`src/rtl/mips_pkg.sv`:
```
// Shared encodings for the multi-cycle MIPS controller: opcodes, funct codes,
// datapath mux/ALU/extender encodings, FSM states and instruction classes.
package mips_pkg;

  // Opcodes (IR[31:26])
  localparam logic [5:0] OP_RTYPE = 6'b000000;
  localparam logic [5:0] OP_ORI   = 6'b001101;
  localparam logic [5:0] OP_LUI   = 6'b001111;
  localparam logic [5:0] OP_LW    = 6'b100011;
  localparam logic [5:0] OP_SW    = 6'b101011;
  localparam logic [5:0] OP_BEQ   = 6'b000100;
  localparam logic [5:0] OP_J     = 6'b000010;

  // R-type funct codes (IR[5:0])
  localparam logic [5:0] FN_ADDU  = 6'b100001;
  localparam logic [5:0] FN_SUBU  = 6'b100011;
  localparam logic [5:0] FN_OR    = 6'b100101;

  // ALU operation
  localparam logic [1:0] ALU_ADD  = 2'b00;
  localparam logic [1:0] ALU_SUB  = 2'b01;
  localparam logic [1:0] ALU_OR   = 2'b10;
  localparam logic [1:0] ALU_LUI  = 2'b11;

  // Immediate extender mode
  localparam logic [1:0] EXT_ZERO = 2'b00;
  localparam logic [1:0] EXT_SIGN = 2'b01;
  localparam logic [1:0] EXT_HI   = 2'b10;

  // ALU B operand select
  localparam logic [1:0] SRCB_RT      = 2'b00;
  localparam logic [1:0] SRCB_FOUR    = 2'b01;
  localparam logic [1:0] SRCB_IMM     = 2'b10;
  localparam logic [1:0] SRCB_IMM_SL2 = 2'b11;

  // Next-PC select
  localparam logic [1:0] PCSRC_ALU    = 2'b00;
  localparam logic [1:0] PCSRC_ALUOUT = 2'b01;
  localparam logic [1:0] PCSRC_JUMP   = 2'b10;

  // Controller states
  typedef enum logic [3:0] {
    S_FETCH  = 4'd0,
    S_DECODE = 4'd1,
    S_MEMADR = 4'd2,
    S_MEMRD  = 4'd3,
    S_MEMWB  = 4'd4,
    S_MEMWR  = 4'd5,
    S_EXEC   = 4'd6,
    S_ALUWB  = 4'd7,
    S_BRANCH = 4'd8,
    S_JUMP   = 4'd9,
    S_TRAP   = 4'd10
  } state_t;

  // Instruction classes produced by the decoder
  typedef enum logic [2:0] {
    IC_R       = 3'd0,
    IC_ORI     = 3'd1,
    IC_LUI     = 3'd2,
    IC_LW      = 3'd3,
    IC_SW      = 3'd4,
    IC_BEQ     = 3'd5,
    IC_J       = 3'd6,
    IC_ILLEGAL = 3'd7
  } iclass_t;

endpackage

```
`src/rtl/mc_decode.sv`:
```
// Combinational instruction classifier: op/funct -> instruction class and
// the ALU operation an R-type instruction needs in EXEC.
module mc_decode
  import mips_pkg::*;
(
  input  logic [5:0] op,
  input  logic [5:0] funct,
  output iclass_t    iclass,
  output logic [1:0] r_aluctrl
);

  // Classify the instruction; anything unrecognised is ILLEGAL.
  always_comb begin
    iclass    = IC_ILLEGAL;
    r_aluctrl = ALU_ADD;
    case (op)
      OP_RTYPE: begin
        case (funct)
          FN_ADDU: begin iclass = IC_R; r_aluctrl = ALU_ADD; end
          FN_SUBU: begin iclass = IC_R; r_aluctrl = ALU_SUB; end
          FN_OR:   begin iclass = IC_R; r_aluctrl = ALU_OR;  end
          default: iclass = IC_ILLEGAL;
        endcase
      end
      OP_ORI:  iclass = IC_ORI;
      OP_LUI:  iclass = IC_LUI;
      OP_LW:   iclass = IC_LW;
      OP_SW:   iclass = IC_SW;
      OP_BEQ:  iclass = IC_BEQ;
      OP_J:    iclass = IC_J;
      default: iclass = IC_ILLEGAL;
    endcase
  end

endmodule

```
`src/rtl/mc_ctrl.sv`:
```
// Multi-cycle sequencing controller: steps each instruction through
// FETCH/DECODE/EXEC/MEM/WB, drives datapath enables and mux selects, and
// traps on illegal instructions or a memory that never answers.
module mc_ctrl
  import mips_pkg::*;
#(
  parameter int TIMEOUT = 16
) (
  input  logic       clk,
  input  logic       rst,
  input  logic [5:0] op,
  input  logic [5:0] funct,
  input  logic       zero,
  input  logic       mem_rdy,
  output logic       PCWr,
  output logic       IorD,
  output logic       MemR,
  output logic       MemW,
  output logic       IRWr,
  output logic       Mem2R,
  output logic       RegDst,
  output logic       RegW,
  output logic       ALUSrcA,
  output logic [1:0] ALUSrcB,
  output logic [1:0] PCSource,
  output logic [1:0] Aluctrl,
  output logic [1:0] ExtOp,
  output logic       instr_done,
  output logic       halt,
  output logic [3:0] state
);

  localparam int                WAIT_W     = $clog2(TIMEOUT + 1);
  localparam logic [WAIT_W-1:0] WAIT_LIMIT = WAIT_W'(TIMEOUT - 1);

  state_t              state_q, state_d;
  logic [WAIT_W-1:0]   wait_q, wait_d;
  logic                mem_wait;
  iclass_t             iclass;
  logic [1:0]          r_aluctrl;

  logic       pc_wr, i_or_d, mem_r, mem_w, ir_wr, mem2r, reg_dst, reg_w;
  logic       alu_src_a, done, halt_s;
  logic [1:0] alu_src_b, pc_source, aluctrl, ext_op;

  mc_decode u_decode (
    .op        (op),
    .funct     (funct),
    .iclass    (iclass),
    .r_aluctrl (r_aluctrl)
  );

  // Next-state selection plus the memory wait counter; a wait that would
  // reach TIMEOUT cycles diverts to TRAP instead of counting further.
  always_comb begin
    state_d  = state_q;
    wait_d   = '0;
    mem_wait = 1'b0;
    case (state_q)
      S_FETCH:  if (mem_rdy) state_d = S_DECODE; else mem_wait = 1'b1;
      S_DECODE: begin
        case (iclass)
          IC_LW, IC_SW:          state_d = S_MEMADR;
          IC_R, IC_ORI, IC_LUI:  state_d = S_EXEC;
          IC_BEQ:                state_d = S_BRANCH;
          IC_J:                  state_d = S_JUMP;
          default:               state_d = S_TRAP;
        endcase
      end
      S_MEMADR: begin
        case (iclass)
          IC_LW:   state_d = S_MEMRD;
          IC_SW:   state_d = S_MEMWR;
          default: state_d = S_TRAP;
        endcase
      end
      S_MEMRD:  if (mem_rdy) state_d = S_MEMWB; else mem_wait = 1'b1;
      S_MEMWR:  if (mem_rdy) state_d = S_FETCH; else mem_wait = 1'b1;
      S_EXEC:   state_d = S_ALUWB;
      S_MEMWB, S_ALUWB, S_BRANCH, S_JUMP: state_d = S_FETCH;
      S_TRAP:   state_d = S_TRAP;
      default:  state_d = S_TRAP;
    endcase
    if (mem_wait) begin
      if (wait_q == WAIT_LIMIT) state_d = S_TRAP;
      else                      wait_d  = wait_q + 1'b1;
    end
  end

  // State and wait-counter registers with synchronous active-low reset.
  always_ff @(posedge clk) begin
    if (!rst) begin
      state_q <= S_FETCH;
      wait_q  <= '0;
    end else begin
      state_q <= state_d;
      wait_q  <= wait_d;
    end
  end

  // Per-state datapath controls; only PCWr/IRWr/instr_done see mem_rdy or zero.
  always_comb begin
    pc_wr     = 1'b0;
    i_or_d    = 1'b0;
    mem_r     = 1'b0;
    mem_w     = 1'b0;
    ir_wr     = 1'b0;
    mem2r     = 1'b0;
    reg_dst   = 1'b0;
    reg_w     = 1'b0;
    alu_src_a = 1'b0;
    alu_src_b = SRCB_RT;
    pc_source = PCSRC_ALU;
    aluctrl   = ALU_ADD;
    ext_op    = EXT_ZERO;
    done      = 1'b0;
    halt_s    = 1'b0;
    case (state_q)
      S_FETCH: begin
        mem_r     = 1'b1;
        alu_src_b = SRCB_FOUR;
        pc_wr     = mem_rdy;
        ir_wr     = mem_rdy;
      end
      S_DECODE: begin
        alu_src_b = SRCB_IMM_SL2;
        ext_op    = EXT_SIGN;
      end
      S_MEMADR: begin
        alu_src_a = 1'b1;
        alu_src_b = SRCB_IMM;
        ext_op    = EXT_SIGN;
      end
      S_MEMRD: begin
        mem_r  = 1'b1;
        i_or_d = 1'b1;
      end
      S_MEMWB: begin
        reg_w   = 1'b1;
        mem2r   = 1'b1;
        reg_dst = 1'b1;
        done    = 1'b1;
      end
      S_MEMWR: begin
        mem_w  = 1'b1;
        i_or_d = 1'b1;
        done   = mem_rdy;
      end
      S_EXEC: begin
        alu_src_a = 1'b1;
        case (iclass)
          IC_R:   begin alu_src_b = SRCB_RT;  aluctrl = r_aluctrl; end
          IC_ORI: begin alu_src_b = SRCB_IMM; ext_op = EXT_ZERO; aluctrl = ALU_OR;  end
          IC_LUI: begin alu_src_b = SRCB_IMM; ext_op = EXT_HI;   aluctrl = ALU_LUI; end
          default: ;
        endcase
      end
      S_ALUWB: begin
        reg_w   = 1'b1;
        reg_dst = (iclass != IC_R);
        done    = 1'b1;
      end
      S_BRANCH: begin
        alu_src_a = 1'b1;
        aluctrl   = ALU_SUB;
        pc_source = PCSRC_ALUOUT;
        pc_wr     = zero;
        done      = 1'b1;
      end
      S_JUMP: begin
        pc_source = PCSRC_JUMP;
        pc_wr     = 1'b1;
        done      = 1'b1;
      end
      S_TRAP:  halt_s = 1'b1;
      default: halt_s = 1'b1;
    endcase
  end

  // While reset is held every output is forced low so no write can escape.
  assign PCWr       = rst & pc_wr;
  assign IorD       = rst & i_or_d;
  assign MemR       = rst & mem_r;
  assign MemW       = rst & mem_w;
  assign IRWr       = rst & ir_wr;
  assign Mem2R      = rst & mem2r;
  assign RegDst     = rst & reg_dst;
  assign RegW       = rst & reg_w;
  assign ALUSrcA    = rst & alu_src_a;
  assign ALUSrcB    = rst ? alu_src_b : 2'b00;
  assign PCSource   = rst ? pc_source : 2'b00;
  assign Aluctrl    = rst ? aluctrl   : 2'b00;
  assign ExtOp      = rst ? ext_op    : 2'b00;
  assign instr_done = rst & done;
  assign halt       = rst & halt_s;
  assign state      = rst ? state_q : 4'd0;

endmodule

```
`config.mk`:
```
export PLATFORM = sky130hd
export DESIGN_NAME = mc_ctrl
export DESIGN_NICKNAME = d
export VERILOG_FILES = /design/src/rtl/mips_pkg.sv /design/src/rtl/mc_decode.sv /design/src/rtl/mc_ctrl.sv
export SDC_FILE = /design/constraint.sdc
export NUM_CORES = 1
export LEC_CHECK = 0
export CORE_MARGIN = 4
export CORE_UTILIZATION = 45
export DETAILED_ROUTE_END_ITERATION = 12
export GPL_TIMING_DRIVEN = 0
export PLACE_DENSITY = 0.88
export SYNTH_ARGS = -nofsm -noshare
export SYNTH_HDL_FRONTEND = slang
export SYNTH_SLANG_ARGS = --single-unit
```
`constraint.sdc`:
```
create_clock -name clk -period 5 [get_ports clk]
set_input_delay 1.25 -clock clk [delete_from_list [all_inputs] [get_ports clk]]
set_output_delay 1.25 -clock clk [all_outputs]
set_load 0.1 [all_outputs]
```
==> results.yml <==
setup_path:
  crit_arrival_ns: 3.68
  crit_chain: "clkdlybuf4s50_1 > clkbuf_1 > nand2_1 > nor3_2 > clkdlybuf4s50_1"
  cp.required_ns: 3.75
  worst_r2r_path_depth: 7
  path_max_fanout: 10
  start_kind: "primary input"
  slowest_stage: "clkdlybuf4s50_1"
  max_stage_delay_ns: 1.16
  end_kind: "primary output"
  cp_common_cell: "clkdlybuf4s50_1"
  crit_type: "in -> out"
power_and_ir_drop:
  swShare: 0.645
  vdd_ir_drop_max_mv: 0.466
  power.total_uw: 799
  internal_power_uw: 284
  p_switching_uw: 515
  p_per_area_nw_per_um2: 530
  comb_power_share: 0.806
  seqPwrFrac: 0.125
  power.leakage_uw: 0.000586
  p_clk_frac: 0.069
timing:
  setup_tns_ns: 0
  min_period_over_period: 0.985
  max_freq_ghz: 0.203
  min_period_ns: 4.93
  setup_viol: 0
  timing.hold.ws_ns: 0.459
  hold_viol_final: 0
  worst_pin_slew_ns: 0.979
  rsz0062_at_grt: "false"
  slew_headroom: 0.346
  worst_clock_skew_ns: 0.00894
  finalMaxSlewViolations: 0
clock_network:
  clockBufferDepth: 2
  clock_sinks: 9
  tritoncts: "yes"
  clk_pin_slew_ns: 0.06
  htreeDepth: 1
  cts_buffers: 3
  cts_setup_buffers: 0
  worstSkewPairLatency_ns: 0.26
  root_buffer: "clkbuf_4"
global_routing:
  grt_pass1_vias: 1249
  grt_use_total: 0.196
  antenna_found_initial: 0
  grt_pass1_wl_um: 5410
  grt_overflow: 0
  grt_max_degree: 11
logic_synthesis:
  yosysWarnings: 0
  synth_area_per_cell_um2: 6.92
  synth-seq-cells: 9
  synth_ff_type: "dfxtp_1"
  synth_fp_nets: 176
  yosysSeqAreaShare: 0.165
  ys_async_sr_fraction: 0
  synthCells: 158
  synth_edf_count: 0
  synth.distinct_cells: 51
  netlist_area_um2: 1090
cells_and_area:
  final_cell_mix: "29 x clkdlybuf4s50_1, 16 x nor2_1, 13 x nand2_1, 9 x dfxtp_1"
  fin_area_um2: 1510
  drive_gt1_frac: 0.122
  final_nets: 216
  area_growth_pct: 37.9
  antenna_cells: 0
  final_core_util: 0.669
  layout.cells.most_common: "clkdlybuf4s50_1"
die:
  design.core.area_um2: 2250
  ioPinCount: 39
  die_w_um: 57.3
  row_count: 17
  dieArea_um2: 3280
  die_h_um: 57.3
  start_util: 0.485
routing:
  drt_iter0_drc: 40
  drc_errors: 0
  vias_per_cell: 5.80
  num_vias: 1306
  wl_per_cell_um: 14.5
  totalWireLength_um: 3270
  drt-pass1-iter-count: 4
  postRouteAntennaNets: 0
job:
  drv_cap: 0
placement:
  portBuffers: 35
  postPlaceCellArea_um2: 1490
  gp_congestion: 0.867
  dp_hpwl_um: 2540
hold_path:
  hold_depth: 1
  hold_path_class: "reg -> reg"
run_status:
  outcome: "complete, no violations"
## area by class of cell
cell class | instances | area (µm²)
fillers | 209 | 747
inverters | 8 | 30.0
well taps | 28 | 35.0
clock inverters | 1 | 5.00
clock buffers | 3 | 22.5
repair buffers | 35 | 338
plain buffers | 13 | 66.3
multi-input cells | 128 | 831
flip-flops and latches | 9 | 180
## per-stage QoR
step	std cells	worst slack, ns
2_1_floorplan	158	0.00253
3_3_place_gp	221	-0.304
3_5_place_dp	221	-0.328
4_1_cts	225	0.0145
5_1_grt	225	0.0428
6_report	225	0.0744
## registers in the layout (all words and copies together), names as in the netlist
signal   flops
state_q      4
wait_q       5
## layer usage
layer | share of wire | track usage | vias to the layer above | routed length, µm
met5 | 0 | 0 | - | 0
met4 | 0.0021 | 0.0497 | 0 | 7
met3 | 0.070 | 0.0136 | 2 | 228
met2 | 0.52 | 0.372 | 42 | 1690
met1 | 0.41 | 0.237 | 611 | 1340
li1 | - | - | 651 | -
## kinds of logic after synthesis
| group | share of synthesized area |
|---|---|
| AOI/OAI and AO/OA | 0.243 |
| and+or+nand+nor | 0.442 |
| buffers and inverters | 0.0881 |
| adders and majority gates | 0.0229 |
| xor gates and xnor gates | 0.0401 |
| DFF | 0.165 |
## worst paths after layout
check / start / endpoint / slack (ns)
min: wait_q[0] / wait_q[0] / 0.46
max reg2reg: wait_q[0] / state_q[1] / 3.08
min reg2reg: wait_q[0] / wait_q[0] / 0.46
max: rst / IRWr / 0.07
## timing repair
item,in CTS,in global routing
hold buffers,0,0
gates cloned,0,0
endpoints found under the setup margin,5,4
resized for setup,7,7
## critical path: cells and delay by family
kind,cells,cell delay [ns]
simple gates,2,0.36
buf+inv,3,2.07
## power by group through the flow
stage          clock (µW)  combinational (µW)  sequential, µW
6_report             55.0                 644             100
5_1_grt              59.8                 678             101
4_1_cts              58.4                 642            99.4
3_5_place_dp            0                 647             101
3_3_place_gp            0                 636             100
2_1_floorplan           0                 508            97.3
## cell usage after synthesis, drive strengths merged, types with 2 or more instances
master / instances / area share
xnor2: 3 / 0.024
or4: 2 / 0.017
or2: 3 / 0.017
nand3b: 6 / 0.041
o21ai: 6 / 0.027
dfxtp: 9 / 0.16
o21bai: 2 / 0.014
o211ai: 4 / 0.027
nor2b: 5 / 0.029
clkbuf: 8 / 0.027
nand2b: 5 / 0.029
inv: 8 / 0.027
and3: 3 / 0.018
o21a: 3 / 0.021
ha: 2 / 0.023
a21oi: 7 / 0.032
nand3: 5 / 0.023
or3: 2 / 0.011
and2: 4 / 0.023
nor2: 16 / 0.055
o221ai: 2 / 0.016
o22ai: 2 / 0.011
nand4: 2 / 0.011
buf: 5 / 0.033
xor2: 2 / 0.016
nand2: 13 / 0.045
nor3: 10 / 0.056
(Power assumes the default switching activity.)
